--- config.mk ---
export PLATFORM = sky130hd
export DESIGN_NAME = sic1_mem_arbiter
export DESIGN_NICKNAME = d
export VERILOG_FILES = /design/src/rtl/sic1_pkg.sv /design/src/rtl/sic1_rr_pick.sv /design/src/rtl/sic1_mem_arbiter.sv
export SDC_FILE = /design/constraint.sdc
export NUM_CORES = 1
export LEC_CHECK = 0
export BUFFER_PORTS_ARGS = -buffer_cell sky130_fd_sc_hd__clkbuf_2
export CAP_MARGIN = 5
export CELL_PAD_IN_SITES_DETAIL_PLACEMENT = 1
export CELL_PAD_IN_SITES_GLOBAL_PLACEMENT = 1
export CORE_MARGIN = 5
export CORE_UTILIZATION = 38
export CTS_CLUSTER_SIZE = 20
export DETAILED_ROUTE_END_ITERATION = 16
export HOLD_SLACK_MARGIN = 0.12
export PLACE_DENSITY_LB_ADDON = 0.3
export SYNTH_ARGS = -nofsm -noshare
export SYNTH_HDL_FRONTEND = slang
export SYNTH_SLANG_ARGS = --single-unit
--- constraint.sdc ---
create_clock -name clk -period 3 [get_ports clk]
set_input_delay 0.3 -clock clk [delete_from_list [all_inputs] [get_ports clk]]
set_output_delay 0.3 -clock clk [all_outputs]
set_load 0.02 [all_outputs]
--- src/rtl/sic1_pkg.sv ---
// rtl/sic1_pkg.sv - shared constants and encodings for the SIC-1 memory arbiter
package sic1_pkg;

    localparam int ADDR_W = 8;
    localparam int DATA_W = 8;

    // Port identifiers double as bit positions in the request/grant vectors
    localparam logic PORT_C = 1'b0;
    localparam logic PORT_H = 1'b1;

    typedef enum logic {
        LOCK_UNLOCKED = 1'b0,
        LOCK_LOCKED   = 1'b1
    } lock_state_t;

endpackage

--- src/rtl/sic1_rr_pick.sv ---
// rtl/sic1_rr_pick.sv - combinational two-way picker returning a one-hot grant
module sic1_rr_pick (
    input  logic [1:0] req,
    input  logic       rr_last,
    input  logic       prio_mode,
    input  logic       force_h,
    output logic [1:0] gnt
);
    import sic1_pkg::*;

    always_comb begin
        gnt = 2'b00;
        if (force_h && req[PORT_H]) begin
            gnt[PORT_H] = 1'b1;
        end else if (req == 2'b11) begin
            // Tie: host priority, otherwise the port that did not win last
            if (prio_mode || (rr_last == PORT_C)) begin
                gnt[PORT_H] = 1'b1;
            end else begin
                gnt[PORT_C] = 1'b1;
            end
        end else begin
            gnt = req;
        end
    end

endmodule

--- src/rtl/sic1_mem_arbiter.sv ---
// rtl/sic1_mem_arbiter.sv - shares the SIC-1 memory port between CPU and host
module sic1_mem_arbiter #(
    parameter int MAX_HOLD = 4,
    parameter int ADDR_W   = sic1_pkg::ADDR_W,
    parameter int DATA_W   = sic1_pkg::DATA_W
) (
    input  logic              clk,
    input  logic              rst_n,
    input  logic              prio_mode,
    input  logic              c_req,
    input  logic              c_we,
    input  logic [ADDR_W-1:0] c_addr,
    input  logic [DATA_W-1:0] c_wdata,
    output logic              c_gnt,
    output logic              c_rvalid,
    output logic [DATA_W-1:0] c_rdata,
    input  logic              h_req,
    input  logic              h_we,
    input  logic [ADDR_W-1:0] h_addr,
    input  logic [DATA_W-1:0] h_wdata,
    input  logic              h_lock,
    output logic              h_gnt,
    output logic              h_rvalid,
    output logic [DATA_W-1:0] h_rdata,
    output logic [ADDR_W-1:0] mem_addr,
    output logic              mem_wr_en,
    output logic [DATA_W-1:0] mem_data_in,
    input  logic [DATA_W-1:0] mem_data_out,
    output logic              busy
);
    import sic1_pkg::*;

    localparam logic [3:0] HOLD_MAX = 4'(MAX_HOLD);

    lock_state_t lock_state;
    lock_state_t lock_next;
    logic [3:0]  hold_cnt;
    logic [3:0]  hold_next;
    logic        rr_last;
    logic        rd_valid;
    logic        rd_owner;

    logic        lock_active;
    logic        hold_full;
    logic        force_h;
    logic        force_c;
    logic [1:0]  req;
    logic [1:0]  gnt;
    logic        any_gnt;
    logic        sel_h;
    logic        sel_we;

    assign lock_active = (lock_state == LOCK_LOCKED);
    assign hold_full   = (hold_cnt >= HOLD_MAX);
    assign force_h     = lock_active && h_req && !hold_full;
    // Once the host has used up its hold budget the CPU gets one slot
    assign force_c     = lock_active && hold_full && c_req;
    assign req         = {h_req & ~force_c, c_req};

    sic1_rr_pick u_pick (
        .req       (req),
        .rr_last   (rr_last),
        .prio_mode (prio_mode),
        .force_h   (force_h),
        .gnt       (gnt)
    );

    assign c_gnt   = gnt[PORT_C];
    assign h_gnt   = gnt[PORT_H];
    assign any_gnt = |gnt;
    assign sel_h   = gnt[PORT_H];
    assign sel_we  = sel_h ? h_we : c_we;
    assign busy    = rd_valid;

    always_comb begin
        lock_next = lock_state;
        hold_next = hold_cnt;
        case (lock_state)
            LOCK_UNLOCKED: if (h_gnt && h_lock) lock_next = LOCK_LOCKED;
            LOCK_LOCKED:   if (!h_lock || !h_req) lock_next = LOCK_UNLOCKED;
            default:       lock_next = LOCK_UNLOCKED;
        endcase
        // The grant that takes the lock already counts against the budget
        if (c_gnt || (lock_next == LOCK_UNLOCKED)) begin
            hold_next = 4'd0;
        end else if (h_gnt && c_req && !hold_full) begin
            hold_next = hold_cnt + 4'd1;
        end
    end

    always_ff @(posedge clk or negedge rst_n) begin
        if (!rst_n) begin
            lock_state <= LOCK_UNLOCKED;
            hold_cnt   <= 4'd0;
            rr_last    <= PORT_H;
        end else begin
            lock_state <= lock_next;
            hold_cnt   <= hold_next;
            if (any_gnt) begin
                rr_last <= sel_h ? PORT_H : PORT_C;
            end
        end
    end

    always_ff @(posedge clk or negedge rst_n) begin
        if (!rst_n) begin
            mem_addr    <= '0;
            mem_data_in <= '0;
            mem_wr_en   <= 1'b0;
            rd_valid    <= 1'b0;
            rd_owner    <= PORT_C;
        end else begin
            mem_wr_en <= any_gnt && sel_we;
            rd_valid  <= any_gnt && !sel_we;
            if (any_gnt) begin
                mem_addr    <= sel_h ? h_addr : c_addr;
                mem_data_in <= sel_h ? h_wdata : c_wdata;
                rd_owner    <= sel_h ? PORT_H : PORT_C;
            end
        end
    end

    // Read data is captured in the cycle after the address was presented
    always_ff @(posedge clk or negedge rst_n) begin
        if (!rst_n) begin
            c_rvalid <= 1'b0;
            h_rvalid <= 1'b0;
            c_rdata  <= '0;
            h_rdata  <= '0;
        end else begin
            c_rvalid <= rd_valid && (rd_owner == PORT_C);
            h_rvalid <= rd_valid && (rd_owner == PORT_H);
            if (rd_valid && (rd_owner == PORT_C)) c_rdata <= mem_data_out;
            if (rd_valid && (rd_owner == PORT_H)) h_rdata <= mem_data_out;
        end
    end

endmodule

After elaboration in Yosys (flattened, before gate mapping)
Index checks and enable logic that the tools add are counted.
{"block": "word_totals", "ff_bits": 43, "inputBits": 48, "out_inout_bits": 38, "word_cells": 56}
{"block": "classes", "add_sub_neg": 1, "magnitude_cmp": 1, "n_eq_ne": 1, "n_mux": 14, "n_bitwise": 6, "n_reduce_logical": 21}
{"op": "2-to-1 mux 8 bit", "n": 2}
{"op": "logical AND 1 bit", "n": 12}
{"op": "2-to-1 mux 1 bit", "n": 8}
{"op": "2-to-1 mux 4 bit", "n": 2}
{"op": "NOT 1 bit", "n": 5}
{"op": "adder 4 x 1 -> 4 bit, second input constant", "n": 1}
{"op": "greater-or-equal comparator 4 x 3 -> 1 bit, second input constant", "n": 1}
{"op": "logical NOT 1 bit", "n": 4}
{"op": "logical OR 1 bit", "n": 3}
{"op": "== test 2 bit, second input constant", "n": 1}
{"op": "2-to-1 mux 2 bit", "n": 1}
{"op": "one-hot mux 1 bit (2 select lines)", "n": 1}
{"op": "nonzero test 2 bit", "n": 1}
{"op": "OR reduction 2 bit", "n": 1}
{"op": "bitwise AND 1 bit", "n": 1}

Logic depth before layout (Yosys ltp)
Gate-level depths: netlist of run 1.
{"block": "logic_depth", "ltp_word": 14, "mapped_depth": 5, "depth_no_buf": 3}

By module
From an unflattened synthesis of run 1, not the netlist that was laid out.
{"block": "hier_totals", "cells_unflattened": 146, "hier_area_um2": 1861.8}
{"mod": "sic1_mem_arbiter", "instances": 1, "cells_per_inst": 142, "area_each_um2": 1833.0, "seq_area_each_um2": 1077.3}
{"mod": "sic1_rr_pick", "instances": 1, "cells_per_inst": 4, "area_each_um2": 28.8, "seq_area_each_um2": 0.0}

Worst setup path after synthesis of run 1
No wires, ideal clock.
{"block": "synth_path", "path_kind": "register to output", "from": "reg rr_last", "to": "out c_gnt", "arrival_ps": 1435, "t_required_ps": 2700, "slack_ps": 1265, "path_stages_with_launch": 3, "path_buffers": 0, "path_cell_list": "dfstp_2 or3b_4 a31oi_1"}
{"block": "synth_via", "elab_chain_cells": 5}
{"item": "start, declared", "line": "sic1_mem_arbiter.sv:39", "source": "logic rr_last;"}
{"item": "start signal, assigned", "line": "sic1_mem_arbiter.sv:100", "source": "rr_last <= sel_h ? PORT_H : PORT_C;"}
{"item": "NOT 1 bit", "line": "sic1_rr_pick.sv:17", "source": "if (prio_mode || (rr_last == PORT_C)) begin"}
{"item": "logical OR 1 bit", "line": "sic1_rr_pick.sv:17"}
{"item": "2-to-1 mux 1 bit", "line": "sic1_rr_pick.sv:17"}
{"item": "2-to-1 mux 2 bit", "line": "sic1_rr_pick.sv:15", "source": "end else if (req == 2'b11) begin"}
{"item": "2-to-1 mux 1 bit", "line": "sic1_rr_pick.sv:13", "source": "if (force_h && req[PORT_H]) begin"}
{"item": "end, declared", "line": "sic1_mem_arbiter.sv:14", "source": "output logic c_gnt,"}
Every way passes these cells.

Final worst setup path of run 1
Ends and elaborated chain as after synthesis.

==> impl_results.md, run 1 <==
* Outcome: complete, no violations
* DIE AREA at 0.006576 mm^2
* Critical Path Fanout Max at 4
* CTS Buf Count at 5
* Pre-Repair DR Iteration Count at 4
* I/O Buffers at 85
* Post-DR wirelength/cell at 17.05 um
* Syn Nets at 198
* Initial core utilization at 0.3987
* Drc violations at 0
* Synth warn at 0
* Post-Syn Instances at 149
* # hold bufs at CTS at 0
* Reg clk slew, reported paths at 0.08 ns
* CP arrival at 1.79 ns
* Slew headroom at 0.3078
* DRT antenna net count at 0
* Maximum clock rate at 0.4782 GHz
* WP buf/inv at 1
* GRT Overall Usage at 0.1639
* Num ports at 86
* CTS tree: yes
* Final WS setup at 0.9088 ns
* P_leak at 1.306 nW
* Vias in the first global route at 1657
* Top-count cell post-synth: dfrtp_1
* Worst EP required at 2.70 ns
* GRT Max-Usage Layer: met2
* Layout Skew at 0.004730 ns
* Dpl cells at 294
* Worst path slowest cell: dfstp_2
* Number of flops mapped to enable cells by yosys at 0
* CTS-repair resized insts at 0
* Die H at 81.09 um
* Die X at 81.09 um
* Synth Flop Type: dfrtp_1
* # H-tree levels at 2
* CP Class: flop to output pin
* GPL Wtd Cong at 0.7721
* Maximum vdd drop at 272.8 uV
* Tot Pwr at 1.655 mW
* Seq/Total Area, Yosys at 0.5609
* Cell Pwr Density at 656.1 mW/mm^2
* Hpwl dp at 3974 um
* Seq cells post-synth at 43
* Share of the synthesized area in the top cell type at 0.5472
* Grt ovf at 0
* First-pass GRT wire length at 8142 um
* Final Setup Violations at 0
* Fin cells at 302
* Longest Clk Path Bufs at 2
* Hold WC Path Type: primary input to async pin
* Post-synthesis async set-or-reset flop share at 1.000
* Met3 usage at 0.04102
* Initial antenna violation count at 0
* Number of post-CTS setup repair buffers at 0
* Initial DRC count at 30
* Worst-Margin Slew at 1.038 ns
* Core box area at 0.004817 mm^2
* Max stage delay on crit path at 0.55 ns
* Startpoint type of the worst setup path: flop
* Fin Setup TNS at 0 ns
* Fraction of layout cells with a size suffix above 1 at 0.4809
* Met1 GRT Util at 0.1999
* Root Buffer Master: clkbuf_8
* Post-synth top cells: dfrtp_1 (42), nor2_1 (19), a221o_1 (16), mux2_2 (16), mux2i_1 (16)
* Max Cap Viol at 0
* Leading post-synthesis cells by cell area: dfrtp_1 (55%), mux2_2 (9.4%), a221o_1 (8.3%)
* Nature of the critical path endpoint: output pin
* Routed Wire Length at 5148 um
* Via density per instance at 5.030
* Final period utilization at 0.6971
* GR Layer Usage met2 at 0.2791
* Worst slack, placed at 0.9106 ns
* Number of clock sinks at 43
* Netlist Area Pre-Place at 0.001921 mm^2
* Via count at 1519
* Critical Path, Cell by Cell: or3b_4 > a31oi_1 > clkbuf_2
* Slew Limit Fails at 0
* RSZ-0062 raised after global routing: false
* Cell taking the most area after synthesis: dfrtp_1
* Crit-path leading delay family: flip-flops
* ANT cells at 0
* Area growth from synthesis to final layout at 31.34%
* Clk_lat worst skew at 0.29 ns
* Syn avg cell area at 12.89 um^2
* Distinct cells, synth at 30
* Final hold violations at 0
* FP Rows at 25
* Final critical-path required period at 2.091 ns
* Largest net degree at the start of global routing at 44
* Final #Nets at 283
sequential cells by signal (all words and copies together) (netlist names):
register     cells
busy             1
c_rdata          8
c_rvalid         1
h_rdata          8
h_rvalid         1
hold_cnt         4
lock_active      1
mem_addr         8
mem_data_in      8
mem_wr_en        1
rd_owner         1
rr_last          1
metrics by stage:
| stage | instance area (um^2) | hold WS (ns) | utilization |
|---|---|---|---|
| 3_5_place_dp | 2390 | 0.4934 | 0.4961 |
| 6_report | 2522 | 0.1768 | 0.5236 |
| 3_3_place_gp | 2390 | 0.4868 | 0.4961 |
| 5_1_grt | 2522 | 0.2261 | 0.5236 |
| 2_1_floorplan | 1921 | 0.004409 | - |
| 4_1_cts | 2522 | 0.2113 | 0.5236 |
kinds of logic after synthesis:
logic type,Yosys count,share of synthesized area
AO/OA/AOI/OAI,29,0.1335
adder cells (fa/ha/maj),1,0.006514
buffers and inverters,13,0.03453
flip-flops,43,0.5609
multiplexers,32,0.1772
AND/OR/NAND/NOR,31,0.08730
layer usage:
layer  vias up  wire length (um)
met3         7               280
met1       740              2183
met4         0                72
li1        718                 -
met5         -                 0
met2        54              2611
worst paths after layout:
path | slack, ns | cells past startpoint | startpoint | end
worst max-delay path | 0.91 | 3 | rr_last$_DFFE_PN1P_ | c_gnt
worst min-delay path | 0.18 | 1 | rst_n | h_rdata[1]$_DFFE_PN0P_
worst max register to register | 1.31 | 3 | rr_last$_DFFE_PN1P_ | mem_addr[3]$_DFFE_PN0P_
worst min register to register | 0.51 | 1 | h_rdata[4]$_DFFE_PN0P_ | h_rdata[4]$_DFFE_PN0P_
max in group asynchronous | 2.19 | 1 | rst_n | mem_data_in[7]$_DFFE_PN0P_
min in group clk | 0.24 | 2 | h_wdata[7] | mem_data_in[7]$_DFFE_PN0P_
power breakdown:
group / switching, mW / leakage [nW] / internal (mW)
Sequential: 0.0464 / 0.521 / 0.670
Clock: 0.191 / 0.0654 / 0.333
Combinational: 0.244 / 0.720 / 0.171
Total: 0.482 / 1.31 / 1.17
cells in the final DEF (no fill, tap or decap), drive strengths merged:
cell      n
nor2b     1
nor2     19
nor3b     2
mux2     16
or3b      1
dfrtp    42
buf       1
and4bb    1
a31oi     2
a21o      2
nor4bb    1
a21oi     3
a221o    16
a22o      2
dfstp     1
nand2     2
or3       2
mux2i    16
nand4bb   1
inv       5
o211a     1
nand3     1
clkbuf   91
ha        1
bufinv    2
o21ai     3
cell type report:
cell class	count	area [um^2]
Tap cell	67	83.83
Fill cell	563	2295
Clock buffer	6	72.57
Multi-Input combinational cell	93	777.0
Timing Repair Buffer	86	432.9
Clock inverter	2	60.06
Sequential cell	43	1077
Inverter	5	18.77
Power figures use the tool's default switching activity.
==> run 2: changes to the inputs <==
CORE_UTILIZATION = 32   (was 38)
clock period = 1.77 ns   (was 3 ns; I/O delays follow)
==> run 2 against run 1 <==
Effect of this change:
- sequential share of layout area decreased by 4.2 points
- highest routed layer unchanged
- sequential power increased by 70%
- worst setup slack got worse by 0.90 ns
- final cell count increased by 11%
- largest cell class unchanged
==> impl_results.md, run 2 (synthesized netlist as in run 1, its figures left out) <==
* Fin Setup TNS at 0 ns (unchanged)
* Number of clock sinks at 43 (unchanged)
* Most frequent cells in the layout: clkbuf_2 (83), dfrtp_1 (42), nor2_1 (19) (was clkbuf_2 (85), dfrtp_1 (42), nor2_1 (19))
* Slew headroom at 0.6178 (was 0.3078)
* Critical Path Fanout Max at 3 (was 4)
* CTS Buf Count at 5 (unchanged)
* Worst EP required at 1.59 ns (was 2.70 ns)
* Cell Pwr Density at 993.1 mW/mm^2 (was 656.1 mW/mm^2)
* RSZ-0062 raised after global routing: true (was false)
* Maximum vdd drop at 398.0 uV (was 272.8 uV)
* Initial core utilization at 0.3263 (was 0.3987)
* Switching Share at 0.3046 (was 0.2910)
* Clk_lat worst skew at 0.29 ns (about the same)
* Area growth from synthesis to final layout at 45.73% (was 31.34%)
* Final Setup Violations at 0 (unchanged)
* First-pass GRT wire length at 9094 um (was 8142 um)
* Layout Skew at 0.005604 ns (was 0.004730 ns)
* DIE AREA at 0.007651 mm^2 (was 0.006576 mm^2)
* DRT antenna net count at 0 (unchanged)
* Outcome: complete, no violations (unchanged)
* Clock power frac at 0.285 (was 0.317)
* Hold WC Path Type: primary input to flop (was primary input to async pin)
* Maximum clock rate at 0.5687 GHz
* Reg clk slew, reported paths at 0.08 ns (about the same)
* Grt ovf at 0 (unchanged)
* GRT Overall Usage at 0.1517 (was 0.1639)
* Final WS setup at 0.01163 ns (was 0.9088 ns)
* Core box area at 0.005886 mm^2 (was 0.004817 mm^2)
* Fin Hold WS at 0.1279 ns (was 0.1768 ns)
* Initial DRC count at 45 (was 30)
* # H-tree levels at 2 (unchanged)
* Max Cap Viol at 0 (unchanged)
* Post-DR wirelength/cell at 16.81 um (was 17.05 um)
* Tot Pwr at 2.780 mW (was 1.655 mW)
* Die H at 87.47 um (was 81.09 um)
* CTS tree: yes (unchanged)
* Logic pwr share at 0.277 (was 0.251)
* Most common cell after layout, fill and taps aside: clkbuf_2 (unchanged)
* Initial antenna violation count at 0 (unchanged)
* Sequential share of power at 0.438 (was 0.433)
* Slew Limit Fails at 0 (unchanged)
* Startpoint type of the worst setup path: flop (unchanged)
* GPL Wtd Cong at 0.7050 (was 0.7721)
* CP Class: flop to output pin (unchanged)
* Worst slack, placed at 0.1322 ns (was 0.9106 ns)
* Internal at 1.933 mW (was 1.173 mW)
* Largest net degree at the start of global routing at 24 (was 44)
* I/O Buffers at 85 (unchanged)
* Routed Wire Length at 5631 um (was 5148 um)
* Final #Nets at 308 (was 283)
* Final period utilization at 0.9934
* Vias in the first global route at 1859 (was 1657)
* Via density per instance at 4.904 (was 5.030)
* Pre-Repair DR Iteration Count at 3 (was 4)
* Hpwl dp at 4092 um (was 3974 um)
* Final hold violations at 0 (unchanged)
* Worst-Margin Slew at 0.5733 ns (was 1.038 ns)
* Drc violations at 0 (unchanged)
* Final critical-path required period at 1.758 ns
* Fraction of layout cells with a size suffix above 1 at 0.4808 (was 0.4809)
* Psw at 0.8468 mW (was 0.4815 mW)
* P_leak at 1.427 nW (was 1.306 nW)
* FP Rows at 28 (was 25)
* CP arrival at 1.58 ns (was 1.79 ns)
* Longest Clk Path Bufs at 2 (unchanged)
* Root Buffer Master: clkbuf_8 (unchanged)
* Die X at 87.47 um (was 81.09 um)
* Via count at 1643 (was 1519)
* Nature of the critical path endpoint: output pin (unchanged)
* Num ports at 86 (unchanged)
* ANT cells at 0 (unchanged)
[run 2: area by class of cell]
cell class	instances	area, um^2
Sequential cell	43	1077
Inverter	5	18.77
Multi-Input combinational cell	93	792.0
Clock buffer	6	82.58
Clock inverter	2	35.03
Timing Repair Buffer	111	699.4
Fill cell	660	3087
Tap cell	75	93.84
[run 2: routing by layer]
metal	GRT usage	wire, um	up-vias
li1	-	-	770
met1	0.1849	2284	812
met2	0.2671	2942	53
met3	0.03406	333	8
met4	0.04184	70	0
met5	0	0	-
[run 2: final timing paths]
check                                          start                    endpoint  slack, ns  cells after the start
worst max-delay path             rr_last$_DFFE_PN1P_                       c_gnt       0.01                      3
worst min-delay path                      h_wdata[5]  mem_data_in[5]$_DFFE_PN0P_       0.13                      2
worst max register to register   rr_last$_DFFE_PN1P_  mem_data_in[1]$_DFFE_PN0P_       0.05                      6
worst min register to register  rd_owner$_DFFE_PN0P_        rd_owner$_DFFE_PN0P_       0.51                      1
max in group asynchronous                      rst_n     mem_addr[3]$_DFFE_PN0P_       0.84                      3
min in group asynchronous                      rst_n         mem_wr_en$_DFF_PN0_       0.40                      2
[run 2: stage by stage]
stage                     area [um^2]  instances  utilization
after global placement           2477        309       0.4209
final                            2799        335       0.4756
after detailed placement         2477        309       0.4209
after global routing             2799        335       0.4756
after CTS                        2760        331       0.4690
after floorplan                  1921        149            -
[run 2: repair_timing]
item | CTS | global route
buffers inserted | 1 | 2
endpoints found under the setup margin | 2 | 2
hold buffers | 13 | 2
pin swaps | 1 | 2
gates resized for setup | 5 | 3
hold endpoints to repair | 30 | 2
[run 2: power groups by stage]
stage	Clock [mW]	Combinational [mW]	Sequential [mW]
after CTS	0.817	0.773	1.22
after detailed placement	0	0.738	1.24
after floorplan	0	0.244	1.41
after global placement	0	0.722	1.23
final	0.791	0.770	1.22
after global routing	0.859	0.832	1.24
[run 2: critical path: stages, from the launching register on]
cell and delay [ns]:
dfstp_2 0.55, or3b_4 0.39, a31oi_4 0.21, buf_8 0.14
